<file path="src/rtl/pk_status_tx.sv">
// Control-panel status reporter: snapshots the panel display on request and streams it as a
// 6-byte tagged frame to a UART transmitter. Define PK_AUTO_REPORT_EN for periodic auto-reports.
module pk_status_tx #(
    parameter int FRAME_LEN     = 6
`ifdef PK_AUTO_REPORT_EN
    ,
    parameter int REPORT_PERIOD = 50_000_000
`endif
) (
    input  logic        CLK_EXT,
    input  logic        rst,
    input  logic        req,
    input  logic [0:15] w,
    input  logic [7:0]  dots,
    input  logic        p_,
    input  logic        mc_,
    input  logic [3:0]  rot,
    input  logic        tx_busy,
    output logic [7:0]  tx_byte,
    output logic        tx_send,
    output logic        busy,
    output logic        frame_done
);

    typedef enum logic [2:0] {
        S_IDLE,
        S_LOAD,
        S_SEND,
        S_ARM,
        S_WAIT
    } state_t;

    // Flags are stored active-high so the frame carries them in that polarity.
    typedef struct packed {
        logic [15:0] w;
        logic [7:0]  dots;
        logic        p;
        logic        mc;
        logic [3:0]  rot;
    } snap_t;

    localparam logic [2:0] LAST_IDX = 3'(FRAME_LEN - 1);

    state_t     state;
    state_t     state_next;
    snap_t      snap;
    logic [2:0] idx;
    logic       pending;
    logic [7:0] last_byte;
    logic [7:0] cur_byte;
    logic       any_req;
    logic       load;
    logic       strobe;
    logic       advance;
    logic       finish;

`ifdef PK_AUTO_REPORT_EN
    localparam int CNT_W = (REPORT_PERIOD > 1) ? $clog2(REPORT_PERIOD) : 1;

    logic [CNT_W-1:0] period_cnt;
    logic             auto_tick;

    assign auto_tick = (period_cnt == CNT_W'(REPORT_PERIOD - 1));

    // A host request restarts the interval so auto-reports never crowd a host report.
    always_ff @(posedge CLK_EXT) begin
        if (rst || req || auto_tick) begin
            period_cnt <= '0;
        end else begin
            period_cnt <= period_cnt + 1'b1;
        end
    end

    assign any_req = req | auto_tick;
`else
    assign any_req = req;
`endif

    always_ff @(posedge CLK_EXT) begin
        if (rst) begin
            state <= S_IDLE;
        end else begin
            state <= state_next;
        end
    end

    // NOTE: every output of this block gets a default first, so no path can infer a latch.
    always_comb begin
        state_next = state;
        load       = 1'b0;
        strobe     = 1'b0;
        advance    = 1'b0;
        finish     = 1'b0;
        case (state)
            S_IDLE: begin
                if (any_req || pending) begin
                    state_next = S_LOAD;
                end
            end
            S_LOAD: begin
                load       = 1'b1;
                state_next = S_SEND;
            end
            S_SEND: begin
                if (!tx_busy) begin
                    strobe     = 1'b1;
                    state_next = S_ARM;
                end
            end
            // The UART raises tx_busy one cycle after the strobe, so skip a cycle before trusting it.
            S_ARM: begin
                state_next = S_WAIT;
            end
            S_WAIT: begin
                if (!tx_busy) begin
                    if (idx == LAST_IDX) begin
                        finish     = 1'b1;
                        state_next = S_IDLE;
                    end else begin
                        advance    = 1'b1;
                        state_next = S_SEND;
                    end
                end
            end
            default: begin
                state_next = S_IDLE;
            end
        endcase
    end

    always_comb begin
        cur_byte = 8'h00;
        case (idx)
            3'd0:    cur_byte = {3'd0, snap.w[15:11]};
            3'd1:    cur_byte = {3'd1, snap.w[10:6]};
            3'd2:    cur_byte = {3'd2, snap.w[5:1]};
            3'd3:    cur_byte = {3'd3, snap.w[0], snap.dots[7:4]};
            3'd4:    cur_byte = {3'd4, snap.dots[3:0], snap.p};
            3'd5:    cur_byte = {3'd5, snap.mc, snap.rot};
            default: cur_byte = 8'h00;
        endcase
    end

    // NOTE: sequential state is updated with non-blocking assignments only.
    always_ff @(posedge CLK_EXT) begin
        if (rst) begin
            snap       <= '0;
            idx        <= '0;
            pending    <= 1'b0;
            last_byte  <= 8'h00;
            frame_done <= 1'b0;
        end else begin
            frame_done <= finish;
            if (load) begin
                snap <= {w, dots, ~p_, ~mc_, rot};
                idx  <= '0;
            end else if (advance) begin
                idx <= idx + 3'd1;
            end
            if (strobe) begin
                last_byte <= cur_byte;
            end
            // One-deep: requests while busy merge into a single follow-up frame.
            if (busy && any_req) begin
                pending <= 1'b1;
            end else if (load) begin
                pending <= 1'b0;
            end
        end
    end

    assign busy    = (state != S_IDLE);
    assign tx_send = strobe;
    assign tx_byte = strobe ? cur_byte : last_byte;

endmodule

</file>
<file path="config.mk">
export PLATFORM = sky130hd
export DESIGN_NAME = pk_status_tx
export DESIGN_NICKNAME = d
export VERILOG_FILES = /design/src/rtl/pk_status_tx.sv
export SDC_FILE = /design/constraint.sdc
export NUM_CORES = 1
export LEC_CHECK = 0
export ABC_AREA = 1
export CAP_MARGIN = 20
export CORE_MARGIN = 2
export CORE_UTILIZATION = 25
export CTS_BUF_LIST = sky130_fd_sc_hd__clkbuf_8
export CTS_CLUSTER_SIZE = 30
export DETAILED_ROUTE_END_ITERATION = 8
export GPL_TIMING_DRIVEN = 0
export REMOVE_ABC_BUFFERS = 1
export SETUP_SLACK_MARGIN = 0.2
export SYNTH_ARGS = -nofsm -noshare
export SYNTH_HDL_FRONTEND = slang
export SYNTH_SLANG_ARGS = --single-unit
</file>
<file path="constraint.sdc">
create_clock -name CLK_EXT -period 1.65 [get_ports CLK_EXT]
set_clock_uncertainty 0.1 [all_clocks]
set_input_delay 0.165 -clock CLK_EXT [delete_from_list [all_inputs] [get_ports CLK_EXT]]
set_output_delay 0.165 -clock CLK_EXT [all_outputs]
set_load 0.1 [all_outputs]
</file>
; Word level (Yosys, flattened, before mapping)
; Index checks and enable logic that the tools add are counted.
[op_classes]
n_addsub = 1
multipliers = 0
div = 0
n_lt_le_gt_ge = 0
n_eq_ne = 12
shift = 0
mux = 16
bitwise = 3
reduce_logical = 9
[ops]
columns = operator, n
row1 = $pmux W8 S6, 1
row2 = $pmux W3 S5, 1
row3 = $eq A3 B2 Y1 const B, 4
row4 = $eq A3 B3 Y1 const B, 3
row5 = $mux W1, 9
row6 = $mux W3, 3
row7 = $mux W8, 1
row8 = $eq A3 B1 Y1 const B, 2
row9 = $logic_not A3 Y1, 2
row10 = $ne A2 B2 Y1 const B, 3
row11 = $add A3 B1 Y3 const B, 1
row12 = $not A1 Y1, 3
row13 = $reduce_and A3 Y1, 1
row14 = $reduce_bool A3 Y1, 1
row15 = $reduce_or A3 Y1, 1
row16 = $mux W2, 1
row17 = $reduce_bool A2 Y1, 1
row18 = $reduce_or A2 Y1, 1
row19 = $logic_and A1 B1 Y1, 1
row20 = $logic_or A1 B1 Y1, 1
[totals]
regBits = 46
latchBits = 0
mem_bits_rw = 0
rom_bits = 0
inputBits = 34
out_inout_bits = 11
elab_cells = 51
n_memories = 0

; Longest topological paths before layout
[logic_depth]
ltp_word = 4
mapped_depth = 9
mapped_depth_nobuf = 8

; Worst setup path after synthesis
; Ideal clock, no wire load.
[synth_timing]
path_type = reg2out
start = register state[0]
end = output tx_byte[7]
arrival_time_ns = 1.806
required_time_ns = 1.385
path_slack_ns = -0.421
stages_incl_launch_ff = 6
n_path_buf = 0
path_cell_list = dfxtp_1 > nor2_4 > nand2_4 > nor2_8 > nand3_1 > nand2_1
[synth_between]
elab_chain_len = 3
[synth_lines]
columns = item, line
row1 = start: declaration, 44  ; state_t state;
row2 = start signal: assignment, 83  ; state <= state_next;
row3 = $eq A3 B2 Y1, 94  ; case (state)
row4 = $mux W1, 94
row5 = via tx_send, 20  ; output logic tx_send,
row6 = $mux W8, --
row7 = end: declaration, 19  ; output logic [7:0] tx_byte,
; The timed path passes the listed nets, and every way through them passes these cells.

; Final worst setup path
[layout_timing]
start = register idx[0]
end = output tx_byte[0]
[layout_between]
elab_chain_len = 3
elab_cells_between_ends = 8
cone_classes = eq/ne (5) / mux (2) / reduce/logical (1)
[layout_lines]
columns = item, line
row1 = start: declaration, 47  ; logic [2:0] idx;
row2 = start signal: assignment, 158  ; idx <= idx + 3'd1;
row3 = "$eq A3 B3 Y1, or another cell as far along", 133  ; case (idx)
row4 = $pmux W8 S6 *, 133
row5 = $mux W8 *, --
; Mark *: on every way between the ends. The rest lies on a longest branch, timed or not.

==> reports/metrics.yaml <==
synth_largest_type_area_fraction_pct: 42.8
pin_count: 45
route.detailed.vias_per_inst: 4.56
cell_count_final_fillers_out: 480
totalWireLength_um: 6820
clockRootBuffer: "sky130_fd_sc_hd__clkbuf_8"
row_count: 33
pin_count_of_the_biggest_net_entering_global_routing: 32
die_y_um: 96.7
critical_path.endpoint_type: "primary output"
r2r_start: "idx[1]"
start_kind: "register"
fin_tns_setup_ns: -2.72
detail_route.drc_violations: 0
min_delay_path_depth: 2
grt_first_pass_wirelength_um: 10700
worstHoldStart: "snap[26]"
critical_path_buf_inv_count: 3
pwr_density_cell_nw_per_um2: 1180
initial_utilization_pct: 26.0
syn_area_um2: 2150
path_cells: "inv_6 -> ha_4 -> buf_12 -> nand3_1 -> nand2_1 -> nor2_1 -> nand2_1 -> nand2_2 -> nand2_2 -> buf_12"
grt_util_all_layers_pct: 14.4
iter_0_drt_violations: 149
synth_cell_types: 26
crit_required_ns: 1.38
critical-path-slowest-cell: "sky130_fd_sc_hd__dfxtp_4"
multi_input_area_um2: 1290
postLayoutCellArea_um2: 3510
fmaxAchievable_mhz: 504
rsz0062_at_grt: "true"
crit_arrival_ns: 1.72
placement.cell_area_um2: 2650
timing.final.crit_share_pct: 120
report.final.hold_viol_count: 0
p_leak_uw: 0.00142
layout.filler_cells: 843
final.setup.worst_slack_ns: -0.333
detailroute.via_count: 2190
place_inst: 438
hold_slack_ns: 0.347
cts_sinks: 46
timing.final.max_slew_violations: 0
failing_checks: "setup timing"
hold_end: "snap[26]"
first_global_vias: 2122
ff_latch_area_um2: 938
tritoncts.num_buffers: 5
clkSlewWorstSetupHoldPaths_ns: 0.08
hpwl_um: 3500
grt.overflow.total: 0
average_cell_area_after_synthesis_um2: 7.09
place_ws_ns: -1.37
min-delay-path-class: "register to register"
critical_path.reg2reg.endpoint: "last_byte[2]"
vdd_drop_max_mv: 0.461
cp_top_family: "simple AND/OR/NAND/NOR gates"
synth_area_leaders: "sky130_fd_sc_hd__dfxtp_1 43%, sky130_fd_sc_hd__nand2_1 12%, sky130_fd_sc_hd__a21oi_1 9.1%"
max-cap-violations: 0
antenna_found_initial: 0
tightest_pin_transition_ns: 0.578
critPathMaxFanout: 4
final-setup-viol-count: 13
gpl.final_weighted_congestion: 0.780
clock_tree_from_tritoncts: "built"
dr.pass1.iters: 4
detail_route.wl_per_cell_um: 14.2
outcome: "finished with violations"
worst_skew_pair.late_latency_ns: 0.31
area_growth_syn_to_layout_pct: 63.4
chipWidth_um: 96.7
yosys.area.top_type: "sky130_fd_sc_hd__dfxtp_1"
nNetsFinal: 413
drt.antenna.violating_nets: 0
timing.reg2reg.setup_slack_ns: -0.23
post_synthesis_cell_count: 303
die_area_um2: 9360
critPathMaxStageDelay_ns: 0.42
period_needed_ns: 1.98
antenna_fix_cells: 0
warnings_from_yosys: 0
htree_num_levels: 2
final_layout_size_suffix_gt1_share_pct: 34.1
final_cell_mix: "42 x sky130_fd_sc_hd__nand2_1, 40 x sky130_fd_sc_hd__dfxtp_1, 37 x sky130_fd_sc_hd__inv_1"
timing.slew.headroom_pct: 61.5
ys_seq_area_share_pct: 42.8
reg2regPathDepth: 14
layout.cells.most_common: "sky130_fd_sc_hd__nand2_1"
ys_seq_elements: 46
clock_path_buffers: 2
port_buffers: 44
path_class: "register to primary output"
fp.coreArea_um2: 8260
[worst max path at each step]
stage | cells past startpoint | slack, ns | startpoint | to
2_1_floorplan | 8 | -0.45 | idx[2] | tx_byte[0]
3_3_place_gp | 9 | -1.42 | idx[2] | tx_byte[1]
3_5_place_dp | 9 | -1.37 | idx[2] | tx_byte[2]
4_1_cts | 8 | -0.29 | idx[1] | tx_byte[5]
5_1_grt | 10 | -0.42 | idx[0] | tx_byte[1]
6_report | 10 | -0.33 | idx[0] | tx_byte[0]
[timing repair]
action | 4_1_cts | 5_1_grt
hold buffers | 0 | 0
pin swaps | 41 | 24
buffers inserted | 19 | 11
setup endpoints to repair | 55 | 42
resized for setup | 171 | 34
cloned | 3 | 1
endpoints found under the hold margin | 0 | 0
[registers in the layout, indices dropped and copies added, names as in the netlist]
| register | count |
|---|---|
| pending | 1 |
| state | 3 |
| snap | 30 |
| frame_done | 1 |
| last_byte | 8 |
| idx | 3 |
[power breakdown]
part	internal, µW	switching [µW]
combinational	720	1130
sequential	1410	199
clock	293	393
[synth_stat cells]
cell type                  number
sky130_fd_sc_hd__inv_1         42
sky130_fd_sc_hd__nor3b_1        1
sky130_fd_sc_hd__buf_6          1
sky130_fd_sc_hd__nand3_4        1
sky130_fd_sc_hd__nand2_4        1
sky130_fd_sc_hd__buf_4          1
sky130_fd_sc_hd__nor4_1         1
sky130_fd_sc_hd__a22oi_1        1
sky130_fd_sc_hd__dfxtp_1       46
sky130_fd_sc_hd__inv_2          4
sky130_fd_sc_hd__nor2_1        17
sky130_fd_sc_hd__nor2_4         1
sky130_fd_sc_hd__nand3b_2       1
sky130_fd_sc_hd__buf_1          2
sky130_fd_sc_hd__ha_1           5
sky130_fd_sc_hd__clkbuf_1       2
sky130_fd_sc_hd__buf_2          6
sky130_fd_sc_hd__nand3_1       29
sky130_fd_sc_hd__o21ai_0       27
sky130_fd_sc_hd__o211ai_2       1
sky130_fd_sc_hd__nand2_1       66
sky130_fd_sc_hd__o21ai_1        3
sky130_fd_sc_hd__nor2_8         1
sky130_fd_sc_hd__or2_2          2
sky130_fd_sc_hd__clkbuf_2       2
sky130_fd_sc_hd__a21oi_1       39
[cell type report]
class                      instances  area share [%]
inverter                          46            5.70
tap                              105            3.74
multi-input combinational        200            36.8
timing repair buffer              74            24.4
sequential                        46            26.7
clock inverter                     3           0.499
clock buffer                       5            1.96
timing repair inverter             1           0.214
[logic make-up after synthesis]
| kind of cell | synth area share, % |
|---|---|
| simple gates | 25.8 |
| buf+inv | 11.5 |
| compound gates | 17.0 |
| flops | 42.8 |
| fa+ha+maj | 2.91 |
[through the flow]
| step | util (%) | power, µW |
|---|---|---|
| after floorplan | - | 2530 |
| after CTS | 40.1 | 3970 |
| final | 42.5 | 4140 |
| after detailed placement | 32.1 | 2900 |
| after global placement | 32.1 | 2870 |
| after global routing | 42.5 | 4410 |
[worst reg2reg max path: stages (launching register included)]
cell and delay [ns]:
sky130_fd_sc_hd__dfxtp_4 0.37, sky130_fd_sc_hd__inv_4 0.08, sky130_fd_sc_hd__ha_4 0.19, sky130_fd_sc_hd__buf_12 0.12, sky130_fd_sc_hd__nand3_2 0.07, sky130_fd_sc_hd__nand2_2 0.08
sky130_fd_sc_hd__inv_2 0.04, sky130_fd_sc_hd__nand2_2 0.06, sky130_fd_sc_hd__nand2_2 0.07, sky130_fd_sc_hd__buf_6 0.11, sky130_fd_sc_hd__buf_6 0.10, sky130_fd_sc_hd__buf_6 0.11
sky130_fd_sc_hd__buf_6 0.10, sky130_fd_sc_hd__buf_6 0.10, sky130_fd_sc_hd__a21oi_2 0.12
[per-layer routing]
layer,up-vias,wire [µm],GRT usage [%]
li1,1118,-,-
met1,993,3040,18.8
met2,63,3290,23.4
met3,16,321,2.89
met4,0,160,5.53
met5,-,0,0
Note: power is estimated with default switching activity, not from simulation.
